### src/rtl/act_pkg.sv
// Shared activation-unit types and Q8.8 constants.
// Used by the logit PWL pipeline and its segment classifier.
package act_pkg;

  localparam logic [15:0] ONE_Q88     = 16'h0100;
  localparam logic [15:0] HALF_Q88    = 16'h0080;
  localparam logic [15:0] SAT_MAG_DEF = 16'h0800;

  localparam logic [7:0] ANC_A = 8'h80;
  localparam logic [7:0] ANC_B = 8'h60;
  localparam logic [7:0] ANC_C = 8'h30;
  localparam logic [7:0] ANC_D = 8'h10;

  localparam logic [11:0] BASE_A = 12'h000;
  localparam logic [11:0] BASE_B = 12'h080;
  localparam logic [11:0] BASE_C = 12'h170;
  localparam logic [11:0] BASE_D = 12'h2B0;

  typedef enum logic [1:0] {
    SEG_A,
    SEG_B,
    SEG_C,
    SEG_D
  } seg_e;

  typedef struct packed {
    logic       neg;
    logic       sat_n;
    logic       sat_p;
    logic       err;
    seg_e       seg;
    logic [7:0] d;
  } s1_t;

  typedef struct packed {
    logic        neg;
    logic        sat_n;
    logic        sat_p;
    logic        err;
    seg_e        seg;
    logic [11:0] m;
  } s2_t;

endpackage

### src/rtl/logit_seg_lut.sv
// Folded-probability classifier: q -> {segment, distance to anchor}.
// Each segment's lower bound is the next segment's anchor.
module logit_seg_lut
  import act_pkg::*;
(
  input  logic [7:0] i_q,
  output seg_e       o_seg,
  output logic [7:0] o_d
);

  // Pick the segment and measure how far q sits below its anchor
  always_comb begin
    o_seg = SEG_D;
    o_d   = ANC_D - i_q;
    unique case (1'b1)
      (i_q >= ANC_B): begin
        o_seg = SEG_A;
        o_d   = ANC_A - i_q;
      end
      (i_q >= ANC_C && i_q < ANC_B): begin
        o_seg = SEG_B;
        o_d   = ANC_B - i_q;
      end
      (i_q >= ANC_D && i_q < ANC_C): begin
        o_seg = SEG_C;
        o_d   = ANC_C - i_q;
      end
      (i_q < ANC_D): begin
        o_seg = SEG_D;
        o_d   = ANC_D - i_q;
      end
    endcase
  end

endmodule

### src/rtl/logit_pwl_pipe.sv
// Three-stage piecewise-linear logit (inverse sigmoid), Q8.8 in/out.
// Simple stall pipeline behind a valid/ready stream; shift-add slopes.
module logit_pwl_pipe
  import act_pkg::*;
#(
  parameter logic [15:0] SAT_MAG = SAT_MAG_DEF,
  parameter int          STAGES  = 3
) (
  input  logic        clk,
  input  logic        rst_n,
  input  logic        in_valid,
  output logic        in_ready,
  input  logic [15:0] in_p,
  output logic        out_valid,
  input  logic        out_ready,
  output logic [15:0] out_x,
  output logic        out_err
);

  logic [STAGES-1:0] r_vld;
  s1_t               r_s1;
  s2_t               r_s2;
  logic [15:0]       r_x;
  logic              r_err;

  logic        w_adv;
  logic        w_neg;
  logic        w_err;
  logic        w_satn;
  logic        w_satp;
  logic [7:0]  w_q;
  seg_e        w_seg;
  logic [7:0]  w_d;
  logic [11:0] w_d12;
  logic [11:0] w_m;
  logic [11:0] w_base;
  logic [11:0] w_mag;
  logic [15:0] w_x;

  assign w_adv     = !r_vld[STAGES-1] | out_ready;
  assign in_ready  = w_adv;
  assign out_valid = r_vld[STAGES-1];
  assign out_x     = r_x;
  assign out_err   = r_err;

  // Stage 1: fold around one half; 0x100 - p is just -p in 8 bits here
  assign w_err  = in_p[15] | (in_p > ONE_Q88);
  assign w_neg  = in_p < HALF_Q88;
  assign w_satn = in_p[15] | (in_p == 16'h0000);
  assign w_satp = !in_p[15] & (in_p >= ONE_Q88);
  assign w_q    = w_neg ? in_p[7:0] : (8'h00 - in_p[7:0]);

  logit_seg_lut u_lut (
    .i_q   (w_q),
    .o_seg (w_seg),
    .o_d   (w_d)
  );

  // Stage 2: slope times distance using shifts and adds only
  assign w_d12 = {4'b0000, r_s1.d};

  always_comb begin
    w_m = w_d12 << 2;
    unique case (r_s1.seg)
      SEG_A: w_m = w_d12 << 2;
      SEG_B: w_m = (w_d12 << 2) + w_d12;
      SEG_C: w_m = (w_d12 << 3) + (w_d12 << 1);
      SEG_D: w_m = (w_d12 << 5) + (w_d12 << 4);
    endcase
  end

  // Stage 3: add segment bias, apply sign, then saturation overrides
  always_comb begin
    w_base = BASE_A;
    unique case (r_s2.seg)
      SEG_A: w_base = BASE_A;
      SEG_B: w_base = BASE_B;
      SEG_C: w_base = BASE_C;
      SEG_D: w_base = BASE_D;
    endcase
  end

  assign w_mag = w_base + r_s2.m;

  always_comb begin
    w_x = {4'b0000, w_mag};
    unique case (1'b1)
      r_s2.sat_n:
        w_x = 16'h0000 - SAT_MAG;
      (!r_s2.sat_n && r_s2.sat_p):
        w_x = SAT_MAG;
      (!r_s2.sat_n && !r_s2.sat_p && r_s2.neg):
        w_x = 16'h0000 - {4'b0000, w_mag};
      (!r_s2.sat_n && !r_s2.sat_p && !r_s2.neg):
        w_x = {4'b0000, w_mag};
    endcase
  end

  // Valid bits march with the data; everything holds on stall
  always_ff @(posedge clk or negedge rst_n) begin
    if (!rst_n) begin
      r_vld <= '0;
    end else if (w_adv) begin
      r_vld <= {r_vld[STAGES-2:0], in_valid};
    end
  end

  // Stage 1 register: fold/classify result
  always_ff @(posedge clk or negedge rst_n) begin
    if (!rst_n) begin
      r_s1 <= '0;
    end else if (w_adv) begin
      r_s1.neg   <= w_neg;
      r_s1.sat_n <= w_satn;
      r_s1.sat_p <= w_satp;
      r_s1.err   <= w_err;
      r_s1.seg   <= w_seg;
      r_s1.d     <= w_d;
    end
  end

  // Stage 2 register: slope product plus forwarded flags
  always_ff @(posedge clk or negedge rst_n) begin
    if (!rst_n) begin
      r_s2 <= '0;
    end else if (w_adv) begin
      r_s2.neg   <= r_s1.neg;
      r_s2.sat_n <= r_s1.sat_n;
      r_s2.sat_p <= r_s1.sat_p;
      r_s2.err   <= r_s1.err;
      r_s2.seg   <= r_s1.seg;
      r_s2.m     <= w_m;
    end
  end

  // Stage 3 register: final logit and error sideband
  always_ff @(posedge clk or negedge rst_n) begin
    if (!rst_n) begin
      r_x   <= 16'h0000;
      r_err <= 1'b0;
    end else if (w_adv) begin
      r_x   <= w_x;
      r_err <= r_s2.err;
    end
  end

endmodule
### config.mk
export PLATFORM = sky130hd
export DESIGN_NAME = logit_pwl_pipe
export DESIGN_NICKNAME = d
export VERILOG_FILES = /design/src/rtl/act_pkg.sv /design/src/rtl/logit_seg_lut.sv /design/src/rtl/logit_pwl_pipe.sv
export SDC_FILE = /design/constraint.sdc
export NUM_CORES = 1
export LEC_CHECK = 0
export BUFFER_PORTS_ARGS = -buffer_cell sky130_fd_sc_hd__buf_2
export CAP_MARGIN = 20
export CORE_MARGIN = 10
export CORE_UTILIZATION = 56
export CTS_BUF_LIST = sky130_fd_sc_hd__clkbuf_8
export CTS_CLUSTER_SIZE = 40
export DETAILED_ROUTE_END_ITERATION = 10
export PLACE_DENSITY = 0.8
export SLEW_MARGIN = 20
export SYNTH_ARGS = -nofsm -noshare
export SYNTH_HDL_FRONTEND = slang
export SYNTH_SLANG_ARGS = --single-unit
### constraint.sdc
create_clock -name clk -period 4.65 [get_ports clk]
set_clock_uncertainty 0.05 [all_clocks]
set_input_delay 0.465 -clock clk [delete_from_list [all_inputs] [get_ports clk]]
set_output_delay 0.465 -clock clk [all_outputs]
set_load 0.05 [all_outputs]
# Yosys cells after proc, flatten, opt, wreduce, memory -nomap -nowiden
# Index checks and enable logic that the tools add are counted.
# totals
ff_bits,52
wordCells,64
out_inout_bits,19
input_bits,20
# op_classes
n_reduce_logical,14
magnitude_cmp,9
eq_ne,6
mux,6
n_bitwise,4
add_sub_neg,10
# ops
operator,count
case mux 12 bit (4 select lines),2
case mux 16 bit (4 select lines),1
case mux 8 bit (4 select lines),1
adder 12 bit,2
>= comparator 16 x 9 -> 1 bit (second input constant),1
greater-than comparator 16 x 9 -> 1 bit (second input constant),1
zero test 16 bit,1
< comparator 16 x 8 -> 1 bit (second input constant),1
subtractor 1 x 12 -> 13 bit (first input constant),1
adder 11 x 9 -> 12 bit,1
adder 10 x 8 -> 11 bit,1
equality test 2 bit (second input constant),4
>= comparator 8 x 5 -> 1 bit (second input constant),1
>= comparator 8 x 6 -> 1 bit (second input constant),1
>= comparator 8 x 7 -> 1 bit (second input constant),1
< comparator 8 x 5 -> 1 bit (second input constant),1
< comparator 8 x 6 -> 1 bit (second input constant),1
< comparator 8 x 7 -> 1 bit (second input constant),1
two-way mux 8 bit,1
case mux 2 bit (4 select lines),1
subtractor 1 x 8 -> 8 bit (first input constant),1
subtractor 5 x 8 -> 8 bit (first input constant),1
subtractor 6 x 8 -> 8 bit (first input constant),1
subtractor 7 x 8 -> 8 bit (first input constant),1
7 further kinds,20

# Longest topological paths before layout
# depth
depth_word,5
mapped_depth,11
mapped_depth_nobuf,10

# Modules after synthesis
# Synthesis repeated with hierarchy kept, for this count alone.
# unflattened
cells_unflattened,413
hier_area_um2,3554.7
# by_module_without_submodules
module,area_per_inst_um2,cells_each,n_inst,seq_area_each_um2
logit_pwl_pipe,3353.2,385,1,1226.2
logit_seg_lut,201.4,28,1,0.0

# Least setup slack after synthesis
# Ideal clock, no wire load.
# synth_path
path_kind,register -> register
startpoint,register r_s2[13] in the netlist's numbering
endpoint,register r_x[7] (netlist: out_x[7])
t_required_ns,4.478
path_buffers,1
path_slack_ns,2.172
synth_period_minus_slack_ns,2.478
setup_ns,0.122
stages_incl_launch_ff,9
arrival_time_ns,2.306
path_cell_list,dfrtp_1 clkbuf_1 ha_1 inv_1 fa_1 xnor3_1 and4_1 or3_1 a32o_1
# synth_between
elab_chain_len,5
elab_cells_between_ends,8
classes_between,add/sub (2); eq/ne (3); mux (2); reduce/logical (1)
# synth_rtl
element,line_no,rtl
"start, declared",logit_pwl_pipe.sv:22,s2_t r_s2;
"equality test 2 bit, or another cell as far along",logit_pwl_pipe.sv:75,unique case (r_s2.seg)
case mux 12 bit (4 select lines) *,logit_pwl_pipe.sv:75,
adder 12 bit *,logit_pwl_pipe.sv:83,assign w_mag = w_base + r_s2.m;
subtractor 1 x 12 -> 13 bit,logit_pwl_pipe.sv:93,"w_x = 16'h0000 - {4'b0000, w_mag};"
case mux 16 bit (4 select lines) *,logit_pwl_pipe.sv:87,unique case (1'b1)
"end signal, assigned",logit_pwl_pipe.sv:142,r_x <= w_x;
"end, declared",logit_pwl_pipe.sv:23,logic [15:0] r_x;
# Mark *: on every way between the ends. The rest lies on a longest branch, timed or not. The select of a mux whose other input is x is not followed.
# A chain may end at the register's enable or synchronous reset.

# Worst setup path after layout
# layout_path
startpoint,register r_s1[2] in the netlist's numbering
endpoint,register r_s2[8] in the netlist's numbering
# layout_between
elab_chain_len,2
elab_cells_between_ends,4
classes_between,add/sub (3); mux (1)
# layout_rtl
element,line_no,rtl
"start, declared",logit_pwl_pipe.sv:21,s1_t r_s1;
"adder 12 bit, or another cell as far along",logit_pwl_pipe.sv:68,SEG_D: w_m = (w_d12 << 5) + (w_d12 << 4);
case mux 12 bit (4 select lines) *,logit_pwl_pipe.sv:64,unique case (r_s1.seg)
# Mark *: on every way between the ends. The rest lies on a longest branch, timed or not.

==> results.tsv <==
metric	value	unit
syn_to_final_growth	8.33	%
final_nets	497	
netlist_instances	432	
max_cap_viol_count	0	
cts_buffers	5	
syn_area	3710	um^2
cts.sinks	49	
fillCellCount	555	
slowest_stage	dfrtp_1	
h-tree-depth	2	
start_util	58.1	%
first_global_vias	3117	
n_antenna_cell	0	
multiInputGateArea	2290	um^2
clock_path_buffers	2	
ys_seq_elements	49	
via_count	3164	
max-slew-margin-rel	58.5	%
synth_area_per_cell	8.58	um^2
place_hpwl	6110	um
clkTransAtPathRegs	0.09	ns
place_inst	525	
rrSetupSlack	1.98	ns
antenna_found_initial	0	
drive_above_1_share	15.1	%
grt_pass1_wl	14000	um
timing.fmax	0.375	GHz
final_cells	533	
drt_iter0_markers	151	
yosysUniqueCellTypes	70	
ctsHoldBuffers	0	
coreArea	6390	um^2
synth_top_cell_by_area	dfrtp_1	
ys_top_cells_by_area	dfrtp_1, ha_1, nand2_1, nor2_1, xnor2_1	
arrival	2.81	ns
critPathRequiredTime	4.79	ns
rr_worst_depth	9	
status	complete, no violations	
timing.critical_path.buf_inv	0	
cts_tree	built	
die_y	101	um
wl	8090	um
port_buffers	38	
slew_violations	0	
whs	0.108	ns
cts-resized-gates	0	
routedWlPerCell	15.2	um
powerDensity	588	nW/um^2
cts_setup_buffers	0	
fin_crit	2.67	ns
setup_viol	0	
ys_seq_area_share	33.1	%
synth_top_area_share	33.1	%
die_w	101	um
power.leakage	1.77	nW
fin_crit_sh	57.4	%
synth_flop_cell	dfrtp_1	
crit_fanout	7	
grt_max_degree	53	
rsz0062_at_grt	false	
crit_type	flip-flop to flip-flop	
cp_slowest_stage_delay	0.49	ns
worstSkewPairLatency	0.31	ns
core.rowCount	29	
synth-edff-count	0	
hp-class	input pin to async pin	
tightest_slew	0.622	ns
ys.warnings.count	0	
die_area	10300	um^2
start_kind	flip-flop	
dr.pass1.iters	4	
drc	0	
end_kind	flip-flop	
cts_root_buffer	clkbuf_8	
finalSetupTns	0	ns
ff_latch_area	1230	um^2
path_depth	9	
crit_top_cell	a21oi_1	
syn-num-nets	474	
ys_async_sr_fraction	100	%
via_per_inst	5.94	
drt.antenna.violating_nets	0	
grt_overflow	0	
io_pins	39	
finalHoldViolations	0	
vdd_drop_max	0.000529	V
gr-usage-all-layers	16.2	%
critPathTopFamily	compound AO/OA/AOI/OAI gates	
globalplace.congestion	0.852	
crit_chain	ha_1 -> fa_1 -> a21o_1 -> a21oi_1 -> o21bai_1 -> a21oi_1 -> nor3_1 -> o41ai_1 -> nor2_1	
[final timing paths]
check,start,to
setup / recovery,r_s1[2],r_s2[8]
max in group asynchronous,rst_n,out_x[7]
setup reg to reg,r_s1[2],r_s2[8]
hold reg to reg,out_err,out_err
hold / removal,rst_n,r_s2[9]
min in group clk,in_valid,r_vld[0]
[cell usage after synthesis (4+ instances only)]
library cell,count
a31oi_1,5
o31ai_1,6
ha_1,19
clkbuf_1,14
a21o_1,5
o21ai_0,27
nand2b_1,10
dfrtp_1,49
a21oi_1,28
nor2b_1,6
o21ai_1,6
xnor2_1,17
nor2_1,40
nand3_1,9
o21a_1,4
nor3_1,13
xor2_1,15
inv_1,20
nand2_1,60
[metrics by stage]
step	cell area (um^2)	setup slack (ns)	power, mW	utilization [%]
3_3_place_gp	3890	2.11	2.00	61.0
4_1_cts	4020	2.01	2.38	62.9
5_1_grt	4020	1.77	2.54	62.9
6_report	4020	1.98	2.36	62.9
3_5_place_dp	3890	2.01	2.05	61.0
2_1_floorplan	3710	2.17	1.77	-
[flip-flops by register name (all words and copies together) (netlist names)]
signal   count
out_x       13
out_err      1
r_s2        18
r_s1        14
r_vld        3
[worst reg2reg max path, delay by kind of cell (launching register included)]
kind | cells | cell delay, ns
AO/OA/AOI/OAI | 5 | 1.19
adder cells (fa/ha/maj) | 2 | 0.66
flip-flops | 1 | 0.49
AND/OR/NAND/NOR | 2 | 0.15
[logic make-up after synthesis]
family                     after synthesis  share of synthesized area (%)
and+or+nand+nor                        165                           22.2
AOI/OAI and AO/OA                      110                           19.3
DFF                                     49                           33.1
buffers and inverters                   45                           5.33
xor gates and xnor gates                35                           9.35
adders and majority gates               23                           8.33
muxes                                    5                           2.40
[where the power goes]
group	internal, mW	switching (mW)
logic	0.498	0.821
clock network	0.175	0.145
registers	0.562	0.163
total	1.23	1.13
[layout by cell type (no fill, tap or decap), types with 4 or more instances in the layout]
master / synthesis / routed
o21a_1: 4 / 4
nor2b_1: 6 / 5
o21ai_1: 6 / 6
xnor2_1: 17 / 17
ha_1: 19 / 19
a21oi_1: 28 / 28
buf_2: 2 / 37
inv_1: 20 / 20
clkbuf_8: 0 / 6
o21ai_0: 27 / 27
nand2_1: 60 / 60
nand3_1: 9 / 9
nor2_1: 40 / 40
xor2_1: 15 / 15
a21o_1: 5 / 5
o31ai_1: 6 / 6
a31oi_1: 5 / 5
dfrtp_1: 49 / 49
nand2b_1: 10 / 10
nor3_1: 13 / 13
[layer usage]
layer | wire [um] | up-vias | GRT usage, %
li1 | - | 1572 | -
met1 | 3710 | 1533 | 20.4
met2 | 4030 | 52 | 27.8
met3 | 244 | 7 | 2.52
met4 | 92 | 0 | 4.93
met5 | 0 | - | 0
[cell type report]
class / count / share of cell area, %
multi-input combinational: 338 / 57.1
clock inverter: 2 / 0.934
tap: 77 / 2.40
clock buffer: 6 / 2.06
timing repair buffer: 39 / 4.98
sequential: 49 / 30.5
inverter: 22 / 2.06
Note: power is estimated with default switching activity, not from simulation.
